[src/rtl/div_ctrl_pkg.sv]
// -----------------------------------------------------------------------------
// div_ctrl_pkg
// Shared widths, divider handshake constants and FSM state encoding used by
// the execute-stage divide sequencer (div_ctrl).
//   RegBus        : general register width (32)
//   DoubleRegBus  : divider result width {remainder, quotient} (64)
//   DivStart/Stop : levels of the divider start strobe
//   DivResReady   : level of the divider ready flag when a result is valid
//   div_ctrl_state_t : IDLE / BUSY / DONE sequencer states (2 bits)
// -----------------------------------------------------------------------------
package div_ctrl_pkg;

  localparam int RegBus       = 32;
  localparam int DoubleRegBus = 64;

  localparam logic DivStart    = 1'b1;
  localparam logic DivStop     = 1'b0;
  localparam logic DivResReady = 1'b1;

  typedef enum logic [1:0] {
    DivCtrlIdle = 2'b00,
    DivCtrlBusy = 2'b01,
    DivCtrlDone = 2'b10
  } div_ctrl_state_t;

endpackage

[src/rtl/div_ctrl.sv]
// -----------------------------------------------------------------------------
// div_ctrl
// Execute-stage sequencer for the iterative divider. Issues a DIV/DIVU held in
// EX to the divider exactly once, stalls the pipeline while the divide runs,
// and presents the {remainder, quotient} result to the HI/LO write path. A
// flush annuls an in-flight divide; a downstream stall holds the result.
//
// Ports
//   clk            rising-edge clock
//   Rst_n          synchronous reset, active high (1 = reset)
//   div_req_i      EX holds a DIV/DIVU (held for as long as it sits in EX)
//   div_signed_i   1 = DIV, 0 = DIVU
//   reg1_i/reg2_i  dividend / divisor from the register file
//   flush_i        pipeline flush (exception or eret)
//   ex_stall_i     EX/MEM latch held by a later stage
//   div_start_o    divider start strobe
//   div_annul_o    divider annul (one cycle, on flush during a divide)
//   div_signed_o   divider signed select
//   div_opdata1_o  dividend to the divider
//   div_opdata2_o  divisor to the divider
//   div_result_i   divider result {remainder, quotient}
//   div_ready_i    divider result valid
//   stallreq_o     stall request to the pipeline controller
//   whilo_o        HI/LO write enable
//   hi_o / lo_o    remainder / quotient to HI/LO
// -----------------------------------------------------------------------------
module div_ctrl
  import div_ctrl_pkg::*;
(
  input  logic                    clk,
  input  logic                    Rst_n,
  input  logic                    div_req_i,
  input  logic                    div_signed_i,
  input  logic [RegBus-1:0]       reg1_i,
  input  logic [RegBus-1:0]       reg2_i,
  input  logic                    flush_i,
  input  logic                    ex_stall_i,
  output logic                    div_start_o,
  output logic                    div_annul_o,
  output logic                    div_signed_o,
  output logic [RegBus-1:0]       div_opdata1_o,
  output logic [RegBus-1:0]       div_opdata2_o,
  input  logic [DoubleRegBus-1:0] div_result_i,
  input  logic                    div_ready_i,
  output logic                    stallreq_o,
  output logic                    whilo_o,
  output logic [RegBus-1:0]       hi_o,
  output logic [RegBus-1:0]       lo_o
);

  div_ctrl_state_t         state_reg, state_next;
  logic [RegBus-1:0]       op1_reg, op2_reg;
  logic                    signed_reg;
  logic [DoubleRegBus-1:0] result_reg;

  logic issue;
  logic result_valid;

  // Issue only from IDLE; a flushed request never reaches the divider.
  assign issue        = (state_reg == DivCtrlIdle) && div_req_i && !flush_i;
  // Flush takes priority over a result arriving in the same cycle.
  assign result_valid = (state_reg == DivCtrlBusy) && !flush_i &&
                        (div_ready_i == DivResReady);

  always_ff @(posedge clk) begin
    if (Rst_n) begin
      state_reg  <= DivCtrlIdle;
      op1_reg    <= '0;
      op2_reg    <= '0;
      signed_reg <= 1'b0;
      result_reg <= '0;
    end else begin
      state_reg <= state_next;
      if (issue) begin
        op1_reg    <= reg1_i;
        op2_reg    <= reg2_i;
        signed_reg <= div_signed_i;
      end
      if (result_valid) begin
        result_reg <= div_result_i;
      end
    end
  end

  always_comb begin
    state_next    = state_reg;
    div_start_o   = DivStop;
    div_annul_o   = 1'b0;
    div_signed_o  = 1'b0;
    div_opdata1_o = '0;
    div_opdata2_o = '0;
    stallreq_o    = 1'b0;
    whilo_o       = 1'b0;
    hi_o          = '0;
    lo_o          = '0;

    case (state_reg)
      DivCtrlIdle: begin
        // Operands come straight from the inputs so the divider samples the
        // right values in the issue cycle itself.
        if (issue) begin
          div_start_o   = DivStart;
          stallreq_o    = 1'b1;
          div_signed_o  = div_signed_i;
          div_opdata1_o = reg1_i;
          div_opdata2_o = reg2_i;
          state_next    = DivCtrlBusy;
        end
      end

      DivCtrlBusy: begin
        div_signed_o  = signed_reg;
        div_opdata1_o = op1_reg;
        div_opdata2_o = op2_reg;
        div_start_o   = DivStart;
        stallreq_o    = 1'b1;
        if (flush_i) begin
          div_start_o = DivStop;
          div_annul_o = 1'b1;
          stallreq_o  = 1'b0;
          state_next  = DivCtrlIdle;
        end else if (div_ready_i == DivResReady) begin
          div_start_o = DivStop;
          stallreq_o  = 1'b0;
          whilo_o     = 1'b1;
          hi_o        = div_result_i[DoubleRegBus-1:RegBus];
          lo_o        = div_result_i[RegBus-1:0];
          state_next  = ex_stall_i ? DivCtrlDone : DivCtrlIdle;
        end
      end

      DivCtrlDone: begin
        // The divider has already dropped its result; replay the captured
        // copy while the write is held. div_req_i is still the same
        // instruction here, so it must not start another divide.
        div_signed_o  = signed_reg;
        div_opdata1_o = op1_reg;
        div_opdata2_o = op2_reg;
        whilo_o       = 1'b1;
        hi_o          = result_reg[DoubleRegBus-1:RegBus];
        lo_o          = result_reg[RegBus-1:0];
        if (flush_i || !ex_stall_i) begin
          state_next = DivCtrlIdle;
        end
      end

      default: begin
        state_next = DivCtrlIdle;
      end
    endcase

    // Outputs are forced quiet for the whole reset cycle.
    if (Rst_n) begin
      div_start_o   = DivStop;
      div_annul_o   = 1'b0;
      div_signed_o  = 1'b0;
      div_opdata1_o = '0;
      div_opdata2_o = '0;
      stallreq_o    = 1'b0;
      whilo_o       = 1'b0;
      hi_o          = '0;
      lo_o          = '0;
    end
  end

endmodule

[config.mk]
export PLATFORM = sky130hd
export DESIGN_NAME = div_ctrl
export DESIGN_NICKNAME = d
export VERILOG_FILES = /design/src/rtl/div_ctrl_pkg.sv /design/src/rtl/div_ctrl.sv
export SDC_FILE = /design/constraint.sdc
export NUM_CORES = 1
export LEC_CHECK = 0
export ABC_AREA = 1
export BUFFER_PORTS_ARGS = -buffer_cell sky130_fd_sc_hd__buf_2
export CORE_ASPECT_RATIO = 1.1
export CORE_MARGIN = 10
export CORE_UTILIZATION = 25
export DETAILED_ROUTE_END_ITERATION = 6
export PLACE_DENSITY = 0.58
export SYNTH_ARGS = -nofsm -noshare
export SYNTH_HDL_FRONTEND = slang
export SYNTH_SLANG_ARGS = --single-unit
[constraint.sdc]
create_clock -name clk -period 3.4 [get_ports clk]
set_input_delay 0.68 -clock clk [delete_from_list [all_inputs] [get_ports clk]]
set_output_delay 0.68 -clock clk [all_outputs]
set_load 0.03 [all_outputs]
== Word level (Yosys, flattened, before mapping) ==
Cells that the tools add are included.
Widths: inputs -> output; s select.

* Register bits: 131
* Input bits: 135
* Word-level logic and storage cells: 55

* Equal/unequal tests: 5
* Muxes and demuxes: 35
* Reduce and logical (&&, ||, !) cells: 10

{| class="wikitable"
|+ Operator list
! cell !! count
|-
| $mux 32 || 10
|-
| $pmux 32 s2 || 4
|-
| $mux 1 || 12
|-
| $mux 2 || 5
|-
| $pmux 1 s2 || 3
|-
| $pmux 2 s3 || 1
|-
| $logic_and 1x1->1 || 4
|-
| $ne 2x2->1 const B || 2
|-
| $ne 3x3->1 const B || 1
|-
| $reduce_and 3->1 || 1
|-
| $eq 2x1->1 const B || 1
|-
| $eq 2x2->1 const B || 1
|-
| $logic_not 1->1 || 2
|-
| $logic_not 2->1 || 1
|-
| $reduce_or 2->1 || 1
|-
| $logic_or 1x1->1 || 1
|}

== Logic depth before layout (Yosys ltp) ==
Gate-level depths: netlist of run 1.

* Depth after elaboration: 6
* Depth in mapped cells: 9
* Depth with buffers taken out: 7

== Worst setup path after synthesis of run 1 ==
No wires, ideal clock.

* Kind: in2out
* From: input port flush_i
* To: output port stallreq_o
* Data arrival time: 1.882 ns
* Required time: 2.720 ns
* Slack: 0.838 ns
* Stages: 5
* Path buffers: 2
* Path through: inv_2 > nand3_2 > clkbuf_1 > a21oi_1 > buf_4

* Longest elaborated chain between the ends: 5
* Elaborated cells on any way between the ends: 6
* Those cells by class: mux (4); reduce/logical (2)

{| class="wikitable"
|+ RTL lines
! item !! line !! RTL
|-
| from (decl) || div_ctrl.sv:36 || <nowiki>input logic flush_i,</nowiki>
|-
| $logic_not 1->1 || div_ctrl.sv:60 || <nowiki>assign issue = (state_reg == DivCtrlIdle) && div_req_i && !flush_i;</nowiki>
|-
| $logic_and 1x1->1 || div_ctrl.sv:60 ||
|-
| $mux 1 || - ||
|-
| $pmux 1 s2 (*) || - ||
|-
| $mux 1 (*) || - ||
|-
| to (decl) || div_ctrl.sv:45 || <nowiki>output logic stallreq_o,</nowiki>
|}

Mark *: on every way between the ends. The rest lies on a longest branch, timed or not.

== Worst setup path after layout of run 1 ==
* From: register state_reg[1]
* To: output port hi_o[31]

* Longest elaborated chain between the ends: 3
* Elaborated cells on any way between the ends: 4
* Those cells by class: eq/ne (2); mux (2)

{| class="wikitable"
|+ RTL lines
! item !! line !! RTL
|-
| from (decl) || div_ctrl.sv:51 || <nowiki>div_ctrl_state_t state_reg, state_next;</nowiki>
|-
| from (signal assigned) || div_ctrl.sv:67 || <nowiki>state_reg <= DivCtrlIdle;</nowiki>
|-
| from (signal assigned) || div_ctrl.sv:73 || <nowiki>state_reg <= state_next;</nowiki>
|-
| $eq 2x2->1 or $eq 2x1->1 (tied branches) || div_ctrl.sv:97 || <nowiki>case (state_reg)</nowiki>
|-
| $pmux 32 s2 (*) || div_ctrl.sv:97 ||
|-
| $mux 32 (*) || div_ctrl.sv:153 || <nowiki>if (Rst_n) begin</nowiki>
|-
| to (decl) || div_ctrl.sv:47 || <nowiki>output logic [RegBus-1:0] hi_o,</nowiki>
|}

Marks and branches as above.

==> impl_metrics.yaml, run 1 <==
setup_path:
  max_stage_delay_ns: 0.33
  r2r_setup_slack_ns: 1.33
  path_buf_inv: 3
  worst_ep_arrival_time_ns: 2.24
  critical-path-top-delay-family: "buffers and inverters"
  path_max_fanout: 65
  crit_slowest_cell: "dfxtp_1"
  rr_worst_depth: 9
  required_ns: 2.72
  path_depth: 8
  path_cells: "inv_1 -> ha_1 -> nand2_2 -> nor2_4 -> buf_12 -> nand2_1 -> a21oi_1 -> buf_2"
  path_class: "flip-flop to output port"
  critPathLaunchType: "flip-flop"
  cp-end-kind: "output port"
grt:
  busiest_layer: "met2"
  met1_usage_pct: 15.70
  grt_first_pass_wirelength_um: 33810
  antenna_found_initial: 0
  grt_max_degree: 79
  use_met2_pct: 22.63
  grt.overflow.total: 0
  met3_usage_pct: 3.654
  grt_pass1_vias: 6520
  track_usage_pct: 13.24
yosys:
  synth.avg_cell_area_um2: 6.786
  seq_area_frac_synth_pct: 43.77
  syn_area_um2: 5992
  netlist_instances: 883
  yosys_warnings: 0
  yosysUniqueCellTypes: 19
  syn_nets: 1022
  synth_seq_cells: 131
status:
  outcome: "complete, no violations"
detailed_routing:
  vias: 6500
  vias_per_cell: 4.555
  remaining_drc_errors: 0
  wirelength_um: 21180
  drt-initial-drc-count: 439
  ant_nets: 0
  drtPass1Iterations: 4
  wire_per_inst_um: 14.84
clock_network:
  cts_inserted_buffers: 17
  cts_tree: "yes"
  postCtsSetupBuffers: 0
  postCtsHoldBufs: 0
  path_clk_slew_ns: 0.06
  htree_levels: 4
  postCtsResizedCells: 0
  clkLatencyLatePin_ns: 0.41
  cts-root-buf: "clkbuf_16"
  cts.sinks: 131
  clock_path_buffers: 2
final_layout:
  mostFrequentLayoutCell: "nand2_1"
  largest_reg_flops: 64
  final_cell_mix: "nand2_1, buf_2, a21oi_1"
  multi_input_area_um2: 2909
  n_fill_cell: 2595
  drive_gt1_share_pct: 28.61
  fin_nets: 1248
  n_antenna_cell: 0
  seqCellArea_um2: 2623
  syn_to_final_growth_pct: 33.66
sta:
  hold_viol_final: 0
  slew_viol_final: 0
  relSlewSlack_pct: 39.77
  setup_tns_ns: 0
  finClkSkew_ns: 0.007792
  fmax_mhz: 342.9
  rsz0062_at_grt: "false"
  fin_crit_sh_pct: 85.78
  finalSetupViolations: 0
  worst_pin_slew_ns: 0.9035
  fin_crit_ns: 2.916
pwr:
  power.density_nw_per_um2: 505.9
  max-vdd-ir-drop_mv: 0.2750
  pwr-share-clk_pct: 43.9
  leakage_nw: 3.265
  seqPwrFrac_pct: 40.2
  p_comb_share_pct: 16.0
  p_switching_w: 0.001229
  swShare_pct: 30.33
  intPower_w: 0.002823
  finalPower_w: 0.004051
floorplan:
  ios: 268
  dieWidth_um: 167.6
  rows: 59
  core_area_um2: 23620
  dieArea_um2: 30570
  die_height_um: 182.4
  initial_core_util_pct: 25.37
hold_path:
  holdPathStages: 2
  hold_class: "flip-flop to flip-flop"
placement:
  hpwl_um: 14120
  port_buffers: 267
  gp_congestion: 0.7708
flow_run:
  maxCapViolations: 0
[cells in the mapped netlist, drive strengths merged]
master	instances	area, µm²
nand2	393	1478
a21oi	261	1306
dfxtp	131	2623
buf	42	322.8
clkbuf	30	112.6
inv	10	37.54
nand3	5	30.03
nor2	5	21.27
ha	4	50.05
o21ai	1	5.000
or2	1	6.260
[metrics by stage]
stage	utilization (%)	area (µm²)	hold WS, ns	setup WS [ns]	instances
2_1_floorplan	-	5992	0.4395	0.8376	883
3_3_place_gp	31.50	7442	0.4479	0.6891	1395
3_5_place_dp	31.50	7442	0.4529	0.6716	1395
4_1_cts	33.90	8009	0.4627	0.4553	1427
5_1_grt	33.90	8009	0.4739	0.3363	1427
6_report	33.90	8009	0.4598	0.4836	1427
[path summary, 6_finish.rpt]
| check | startpoint | to |
|---|---|---|
| max | state_reg[1] | hi_o[31] |
| min | result_reg[60] | result_reg[60] |
| max reg2reg | state_reg[1] | result_reg[55] |
| min reg2reg | result_reg[60] | result_reg[60] |
[power by group through the flow]
| stage | sequential [W] | clock (W) | combinational [W] |
|---|---|---|---|
| finish | 0.00163 | 0.00178 | 0.000647 |
| global route | 0.00163 | 0.00191 | 0.000715 |
| CTS | 0.00163 | 0.00184 | 0.000658 |
| detailed placement | 0.00166 | 0 | 0.000657 |
| global placement | 0.00166 | 0 | 0.000656 |
| floorplan | 0.00165 | 0 | 0.000427 |
[layout make-up]
cell class | count | area share [%]
clock buffers | 18 | 5.484
clock inverters | 14 | 1.593
inverters | 10 | 0.4687
multi-input cells | 670 | 36.32
flip-flops and latches | 131 | 32.74
well taps | 305 | 4.765
repair buffers | 279 | 18.62
[worst reg2reg max path, stage by stage, from the launching register on]
cell and delay, ns:
dfxtp_1 0.36, inv_1 0.09, ha_1 0.23, nand2_2 0.11, nor2_4 0.05, buf_12 0.20, inv_2 0.10, buf_4 0.55
nand2_1 0.16, a21oi_1 0.16
[per-layer routing]
| metal | wire length [µm] | part of all wire, % | up-vias |
|---|---|---|---|
| met4 | 292 | 1.4 | 0 |
| met1 | 9357 | 44 | 2987 |
| met2 | 10320 | 49 | 180 |
| met5 | 0 | 0 | - |
| li1 | - | - | 3318 |
| met3 | 1211 | 5.7 | 15 |
[cell families after synthesis]
kind of cell,count (synthesis),share of synthesized area (%)
AND/OR/NAND/NOR,404,25.62
AO/OA/AOI/OAI,262,21.88
flip-flops,131,43.77
buffers and inverters,82,7.893
adder cells (fa/ha/maj),4,0.8353
No activity file was read; power rests on OpenSTA's default activity.
==> run 2, diff against run 1 <==
--- a/config.mk
+++ b/config.mk
@@ -11,7 +11,8 @@
 export CORE_MARGIN = 10
 export CORE_UTILIZATION = 25
 export DETAILED_ROUTE_END_ITERATION = 6
-export PLACE_DENSITY = 0.58
+export PLACE_DENSITY_LB_ADDON = 0.05
+export RECOVER_POWER = 100
 export SYNTH_ARGS = -nofsm -noshare
 export SYNTH_HDL_FRONTEND = slang
 export SYNTH_SLANG_ARGS = --single-unit
==> impl_metrics.yaml, run 2 (synthesis results as in run 1) <==
clock_network:
  clock_path_buffers: 2
  htree_levels: 4
  path_clk_slew_ns: 0.06
  cts-root-buf: "clkbuf_16"
  cts_inserted_buffers: 17
  postCtsHoldBufs: 0
  postCtsResizedCells: 0
  postCtsSetupBuffers: 0
  cts_tree: "yes"
  clkLatencyLatePin_ns: 0.42
  cts.sinks: 131
sta:
  holdWs_ns: 0.4593
  rsz0062_at_grt: "false"
  fmax_mhz: 327.5
  fin_crit_ns: 3.054
  slew_viol_final: 0
  finClkSkew_ns: 0.007086
  relSlewSlack_pct: 2.593
  setup_tns_ns: 0
  hold_viol_final: 0
  finalSetupViolations: 0
  worst_pin_slew_ns: 1.461
  fin_crit_sh_pct: 89.81
hold_path:
  hold_class: "flip-flop to flip-flop"
setup_path:
  path_max_fanout: 65
  path_class: "flip-flop to output port"
  critPathLaunchType: "flip-flop"
  required_ns: 2.72
  worst_ep_arrival_time_ns: 2.37
  cp-end-kind: "output port"
floorplan:
  ios: 268
  die_height_um: 182.4
  dieWidth_um: 167.6
  core_area_um2: 23620
  dieArea_um2: 30570
  initial_core_util_pct: 25.37
  rows: 59
detailed_routing:
  drt-initial-drc-count: 422
  ant_nets: 0
  remaining_drc_errors: 0
  vias: 6445
  drtPass1Iterations: 5
  wirelength_um: 23030
  vias_per_cell: 4.507
  wire_per_inst_um: 16.11
final_layout:
  n_fill_cell: 2712
  drive_gt1_share_pct: 19.15
  syn_to_final_growth_pct: 31.84
  final_cell_mix: "nand2_1, a21oi_1, buf_2"
  seqCellArea_um2: 2623
  fin_nets: 1250
  mostFrequentLayoutCell: "nand2_1"
  instances_no_fill: 1430
  largest_reg_flops: 64
  multi_input_area_um2: 2889
  stdcell_area_um2: 7900
placement:
  post-place-cells: 1397
  postPlaceCellArea_um2: 7457
  gp_congestion: 0.7547
  port_buffers: 267
  hpwl_um: 15210
grt:
  met1_usage_pct: 18.73
  grt_max_degree: 67
  track_usage_pct: 14.29
  use_met2_pct: 21.68
  busiest_layer: "met2"
  met3_usage_pct: 5.265
  antenna_found_initial: 2
  grt_first_pass_wirelength_um: 35910
  grt.overflow.total: 0
  grt_pass1_vias: 6341
pwr:
  leakage_nw: 2.854
  max-vdd-ir-drop_mv: 0.3014
  finalPower_w: 0.004149
  power.density_nw_per_um2: 525.2
flow_run:
  maxCapViolations: 0
status:
  outcome: "complete, no violations"
==> run 2: routing by layer <==
layer,vias up,part of all wire [%]
met1,2890,47
met5,-,0
met4,0,1.1
met3,19,7.6
met2,200,45
li1,3336,-
==> run 2: worst max-delay path: stages (launching register included) <==
cell and delay [ns]:
dfxtp_1 0.32, inv_1 0.10, ha_1 0.21, nand2_1 0.09
nor2_1 0.19, buf_12 0.30, nand2_1 0.12, a21oi_1 0.22
clkbuf_1 0.35
==> run 2: worst paths after layout <==
check                  from        endpoint  slack (ns)  depth (start not counted)
max            state_reg[1]         hi_o[1]        0.35                          8
min          result_reg[41]  result_reg[41]        0.46                          2
max reg2reg    state_reg[1]   result_reg[5]        0.64                          9
min reg2reg  result_reg[41]  result_reg[41]        0.46                          2
==> run 2: layout make-up <==
type,instances,area share (%)
antenna,2,0.06335
clock buffer,19,5.480
clock inverter,12,2.011
inverter,10,0.4751
multi-input combinational,670,36.57
sequential,131,33.20
tap,305,4.831
timing repair buffer,281,17.37
==> run 2: through the flow <==
stage | setup WS, ns | util (%)
3_5_place_dp | 0.6968 | 31.57
6_report | 0.3464 | 33.44
3_3_place_gp | 0.7016 | 31.57
4_1_cts | 0.4891 | 34.07
5_1_grt | 0.1824 | 33.42
2_1_floorplan | 0.8376 | -
==> run 2: where the power goes <==
group	internal, W	switching (W)	total [W]	leakage, nW
registers	0.00160	0.0000294	0.00163	1.06
logic	0.000183	0.000462	0.000645	1.51
clock network	0.00115	0.000724	0.00188	0.283
total	0.00293	0.00121	0.00415	2.85
